`config.mk`:
```
export PLATFORM = sky130hd
export DESIGN_NAME = biquad_coeff_loader
export DESIGN_NICKNAME = d
export VERILOG_FILES = /design/src/rtl/biquad_coeff_loader.sv
export SDC_FILE = /design/constraint.sdc
export NUM_CORES = 1
export LEC_CHECK = 0
export CAP_MARGIN = 5
export CORE_MARGIN = 4
export CORE_UTILIZATION = 39
export CTS_BUF_LIST = sky130_fd_sc_hd__clkbuf_16
export DETAILED_ROUTE_END_ITERATION = 12
export GPL_ROUTABILITY_DRIVEN = 0
export HOLD_SLACK_MARGIN = 0.03
export PLACE_DENSITY = 0.58
export SLEW_MARGIN = 20
export SYNTH_ARGS = -nofsm -noshare
export SYNTH_HDL_FRONTEND = slang
export SYNTH_SLANG_ARGS = --single-unit
```
`constraint.sdc`:
```
create_clock -name clk -period 1.4 [get_ports clk]
set_clock_uncertainty 0.1 [all_clocks]
set_input_delay 0.14 -clock clk [delete_from_list [all_inputs] [get_ports clk]]
set_output_delay 0.14 -clock clk [all_outputs]
set_load 0.1 [all_outputs]
```
`src/rtl/biquad_coeff_loader.sv`:
```
// biquad_coeff_loader: host-side staging store and serial loader for the
// incremental biquad coefficient port (coeff_dat / coeff_wr / coeff_update).
//
// Ports:
//   clk, rst        clock, asynchronous active-high reset
//   wr_en_i         staging write strobe (accepted only while idle)
//   wr_addr_i       chain position, 0 = first DSP next to the coeff port
//   wr_data_i       coefficient value
//   commit_i        request to shift the staged set into the chain
//   busy_o          load sequence in progress
//   done_o          one-cycle pulse after the update pulse
//   wr_err_o        sticky rejected-write flag, cleared by an accepted commit
//   coeff_dat_o     serial coefficient data to the filter
//   coeff_wr_o      shift strobe to the filter
//   coeff_update_o  B1 -> B2 copy pulse to the filter
module biquad_coeff_loader #(
    parameter int NCOEFF     = 12,
    parameter int COEFF_BITS = 18,
    parameter int GAP_CYCLES = 2,
    parameter int ADDR_BITS  = $clog2(NCOEFF)
) (
    input  logic                  clk,
    input  logic                  rst,
    input  logic                  wr_en_i,
    input  logic [ADDR_BITS-1:0]  wr_addr_i,
    input  logic [COEFF_BITS-1:0] wr_data_i,
    input  logic                  commit_i,
    output logic                  busy_o,
    output logic                  done_o,
    output logic                  wr_err_o,
    output logic [COEFF_BITS-1:0] coeff_dat_o,
    output logic                  coeff_wr_o,
    output logic                  coeff_update_o
);

    localparam int LP_IW = $clog2(NCOEFF);
    localparam int LP_GW = $clog2(GAP_CYCLES) + 1;

    localparam logic [LP_IW-1:0] LP_CNT_TOP = LP_IW'(NCOEFF - 1);
    localparam logic [LP_GW-1:0] LP_GAP_TOP = LP_GW'(GAP_CYCLES - 1);

    localparam logic [1:0] ST_IDLE   = 2'd0;
    localparam logic [1:0] ST_SHIFT  = 2'd1;
    localparam logic [1:0] ST_GAP    = 2'd2;
    localparam logic [1:0] ST_UPDATE = 2'd3;

    // Reset synchroniser: assertion is immediate, release is aligned to clk.
    logic r_rst_meta;
    logic r_rst_sync;

    always_ff @(posedge clk or posedge rst) begin
        if (rst) begin
            r_rst_meta <= 1'b1;
            r_rst_sync <= 1'b1;
        end else begin
            r_rst_meta <= 1'b0;
            r_rst_sync <= r_rst_meta;
        end
    end

    logic [1:0]            r_state;
    logic [LP_IW-1:0]      r_cnt;
    logic [LP_GW-1:0]      r_gcnt;
    logic                  r_pend;
    logic                  r_busy;
    logic                  r_done;
    logic                  r_err;
    logic [COEFF_BITS-1:0] r_dat;
    logic                  r_wr;
    logic                  r_upd;

    logic [COEFF_BITS-1:0] r_mem [NCOEFF];

    logic                  w_addr_ok;
    logic                  w_wr_acc;
    logic                  w_wr_rej;
    logic                  w_pend_nx;
    logic [LP_IW-1:0]      w_idx;
    logic [COEFF_BITS-1:0] w_rd;

    assign w_addr_ok = (32'(wr_addr_i) < 32'(NCOEFF));
    assign w_idx     = wr_addr_i[LP_IW-1:0];

    // r_busy also covers the idle cycle that precedes a queued reload,
    // so staging is frozen for the whole back-to-back sequence.
    assign w_wr_acc  = wr_en_i & ~r_busy & w_addr_ok & ~r_rst_sync;
    assign w_wr_rej  = wr_en_i & (r_busy | ~w_addr_ok);
    assign w_pend_nx = r_pend | commit_i;
    assign w_rd      = r_mem[r_cnt];

    // Staging store is deliberately not reset: a reset mid-load must not
    // lose the host's staged set.
    always_ff @(posedge clk) begin
        if (w_wr_acc) begin
            r_mem[w_idx] <= wr_data_i;
        end
    end

    always_ff @(posedge clk or posedge r_rst_sync) begin
        if (r_rst_sync) begin
            r_state <= ST_IDLE;
            r_cnt   <= '0;
            r_gcnt  <= '0;
            r_pend  <= 1'b0;
            r_busy  <= 1'b0;
            r_done  <= 1'b0;
            r_err   <= 1'b0;
            r_dat   <= '0;
            r_wr    <= 1'b0;
            r_upd   <= 1'b0;
        end else begin
            r_done <= 1'b0;
            unique case (r_state)
                ST_IDLE: begin
                    if (commit_i | r_pend) begin
                        r_state <= ST_SHIFT;
                        r_cnt   <= LP_CNT_TOP;
                        r_wr    <= 1'b1;
                        r_busy  <= 1'b1;
                        r_pend  <= 1'b0;
                        r_err   <= 1'b0;
                    end
                end
                ST_SHIFT: begin
                    // The filter delays the strobe by one cycle, so the
                    // data register trails coeff_wr_o by one cycle.
                    r_dat <= w_rd;
                    if (r_cnt == '0) begin
                        r_state <= ST_GAP;
                        r_wr    <= 1'b0;
                        r_gcnt  <= LP_GAP_TOP;
                    end else begin
                        r_cnt <= r_cnt - 1'b1;
                    end
                    if (commit_i) begin
                        r_pend <= 1'b1;
                    end
                end
                ST_GAP: begin
                    if (r_gcnt == '0) begin
                        r_state <= ST_UPDATE;
                        r_upd   <= 1'b1;
                    end else begin
                        r_gcnt <= r_gcnt - 1'b1;
                    end
                    if (commit_i) begin
                        r_pend <= 1'b1;
                    end
                end
                ST_UPDATE: begin
                    // A queued commit keeps busy high through the done
                    // cycle and restarts the shift from IDLE next cycle.
                    r_upd   <= 1'b0;
                    r_done  <= 1'b1;
                    r_state <= ST_IDLE;
                    r_busy  <= w_pend_nx;
                    r_pend  <= w_pend_nx;
                end
                default: begin
                    r_state <= ST_IDLE;
                end
            endcase
            // A rejected write in the commit cycle still leaves the flag set.
            if (w_wr_rej) begin
                r_err <= 1'b1;
            end
        end
    end

    assign busy_o         = r_busy;
    assign done_o         = r_done;
    assign wr_err_o       = r_err;
    assign coeff_dat_o    = r_dat;
    assign coeff_wr_o     = r_wr;
    assign coeff_update_o = r_upd;

endmodule

```
==> impl_metrics.toml <==
[timing]
worstMarginPinSlew_ns = 0.5104
hold_ws_ns = 0.1280
hold_violations = 0
slew_viol_final = 0
period_share = 1.516
setup_violations = 245
rsz0062_at_grt = "yes"
min_period_ns = 2.122
setup_slack_ns = -0.7220
fmax_ghz = 0.4713
maxSlewHeadroom = 0.6597

[clocking]
cts_tree = "yes"
cts_root_buffer = "clkbuf_16"
insertion_delay_ns = 0.53
cts_made_buffers = 26
clock_path_buffers = 3
cts_sinks = 250
htree_levels = 1
clk_pin_slew_ns = 0.07

[layout]
post-route-util = 0.5683
diodes = 0
area_growth_pct = 42.24
final_layout_size_suffix_gt1_frac = 0.3944
multi_input_area_sq_um = 2834
final.fill_count = 1852
num-nets-final = 766
regArea_sq_um = 7353
final_cell_count_no_fill = 1077
post-route-cell-area_sq_um = 13940

[grt]
grt_max_degree = 33
overflow = 0
grt_pass1_wl_mm = 34.51
grt_pass1_vias = 5796
grt_use_total = 0.1597
antenna_found_initial = 0

[critical_path]
cp.required_ns = 1.52
path_class = "register to register"
cp_slowest_cell = "dfrtp_4"
critPathArrivalTime_ns = 2.24
max_stage_delay_ns = 0.49
path_max_fanout = 18
ff2ff_setup_slack_ns = -0.72
crit_top_cell = "buf_12"
cp-start-kind = "register"
endpoint_kind = "register"
path_cells = "a21oi_4 -> and3_4 -> or3b_4 -> buf_12 -> nor2_4 -> buf_12"

[drt]
drt-total-wl_mm = 24.52
drt_iter0_drc = 484
first_pass_iters = 5
wl_per_cell_um = 22.77
viasPerCell = 5.315
vias = 5724
drc = 0
ant_nets = 0

[job]
maxCapViolations = 0

[yosys]
yosysWarnings = 0
yosys_register_bits = 250
netlist_instances = 557
synthesis.nets = 590
synth_cell_types = 43
synth-seq-area-share = 0.7488
syn_avg_cell_area_sq_um = 17.60
syn-cell-area_sq_um = 9802

[power_and_ir_drop]
power_leakage_uw = 0.005221
peakVddDrop_uv = 1126
power.total_uw = 26230
powerDensity_nw_per_um2 = 1881

[placed_design]
dp_hpwl_mm = 13.75
port_buffers = 48
dp_cells = 980
dpl-instance-area_sq_um = 11730

[hold_path]
hold_path.class = "input pin to register"

[die]
core_region_area_sq_um = 24530
die_area_sq_um = 27730
std_cell_rows = 57
start_util = 0.3995
io_pins = 49
die_w_um = 166.5
die_h_um = 166.5

[outcome]
violations = "negative setup slack"
status = "complete, but fails checks"
area by class of cell:
cell class | count | area share
clock buffers | 27 | 0.04846
inverters | 14 | 0.004218
clock inverters | 21 | 0.01220
flip-flops and latches | 250 | 0.5274
multi-input cells | 266 | 0.2033
repair buffers | 175 | 0.1754
well taps | 324 | 0.02908
synth_stat cells, drive strengths merged:
master,count,area [sq um]
edfxtp,216,6486
mux2i,109,1091
o22ai,37,231.5
dfrtp,32,800.8
buf,22,190.2
o221ai,19,166.4
o32a,19,190.2
inv,14,52.55
nor2,14,55.06
nand2,12,60.06
a21oi,7,35.03
ha,7,87.58
o21ai,7,35.03
nor3,6,30.03
clkbuf,5,18.77
nand3,5,35.03
nand2b,3,18.77
or3b,3,26.28
dfstp,2,52.55
mux2,2,22.52
nand3b,2,15.01
o22a,2,17.52
a211o,1,8.760
a211oi,1,7.510
a2bb2oi,1,8.760
a31oi,1,6.260
and3,1,6.260
conb,1,3.750
nand4,1,6.260
nor2b,1,6.260
nor3b,1,7.510
o2bb2ai,1,8.760
o31ai,1,7.510
or2,1,6.260
timing repair:
item | CTS | global route
buffers inserted | 13 | 21
setup endpoints to repair | 255 | 261
endpoints found under the hold margin | 2 | 0
gates resized for setup | 31 | 124
pin swaps | 8 | 27
hold buffers | 1 | 0
gates cloned | 6 | 15
per-stage QoR:
step / setup TNS (ns) / setup WS (ns)
final: -138.79 / -0.7220
after global routing: -155.15 / -0.7891
after CTS: -128.43 / -0.6898
after detailed placement: -157.20 / -0.8685
after global placement: -152.86 / -0.8469
after floorplan: -201.06 / -1.066
where the power goes:
part / internal [uW] / switching [uW]
Combinational: 4850 / 5480
Sequential: 8610 / 521
Clock: 4030 / 2740
Total: 17500 / 8740
sequential cells by signal, indices dropped and copies added (netlist names):
signal / flops
wr_err_o: 1
r_state: 2
r_mem: 216
r_rst_meta: 1
r_pend: 1
r_cnt: 4
coeff_dat_o: 18
coeff_wr_o: 1
r_gcnt: 2
coeff_update_o: 1
r_rst_sync: 1
busy_o: 1
done_o: 1
metal layers:
layer	part of all wire	vias up	wire length, um	track usage
met5	0	-	0	0
met4	0.021	0	503	0.03806
met3	0.052	42	1269	0.02584
met2	0.50	166	12310	0.2729
met1	0.43	2900	10440	0.2163
li1	-	2616	-	-
worst max-delay path, delay by kind of cell, from the launching register on:
family | cells | cell delay [ns]
AND/OR/NAND/NOR | 3 | 0.73
flip-flops | 1 | 0.49
buffers and inverters | 2 | 0.35
AO/OA/AOI/OAI | 1 | 0.13
cells by family (layout without fill, tap and decap cells):
family	count (synthesis)	after routing	share of synthesized area
AO/OA/AOI/OAI	97	97	0.07378
AND/OR/NAND/NOR	50	50	0.02783
other	1	1	0.0003826
flip-flops	250	250	0.7488
buffers and inverters	41	237	0.02668
multiplexers	111	111	0.1136
adder cells (fa/ha/maj)	7	7	0.008935
final timing paths:
| check | from | to | cells after the start |
|---|---|---|---|
| max | busy_o | r_mem[4][11] | 6 |
| min | wr_en_i | wr_err_o | 3 |
| max reg2reg | busy_o | r_mem[4][11] | 6 |
| min reg2reg | r_rst_meta | r_rst_sync | 0 |
| max in group asynchronous | r_rst_sync | r_cnt[1] | 2 |
| min in group asynchronous | r_rst_sync | busy_o | 2 |
cells in the final DEF, fill, tap and decap left out, types with 6 or more instances in the layout:
| master | instances |
|---|---|
| buf_12 | 50 |
| buf_4 | 52 |
| buf_6 | 28 |
| clkbuf_16 | 40 |
| clkdlybuf4s50_1 | 25 |
| clkinv_1 | 6 |
| dfrtp_1 | 25 |
| edfxtp_1 | 216 |
| inv_1 | 15 |
| mux2i_1 | 75 |
| mux2i_2 | 21 |
| mux2i_4 | 13 |
| nand2_1 | 6 |
| nor2_4 | 8 |
| o221ai_1 | 12 |
| o221ai_2 | 7 |
| o22ai_1 | 28 |
| o22ai_2 | 8 |
| o32a_1 | 19 |
(Power assumes the default switching activity.)
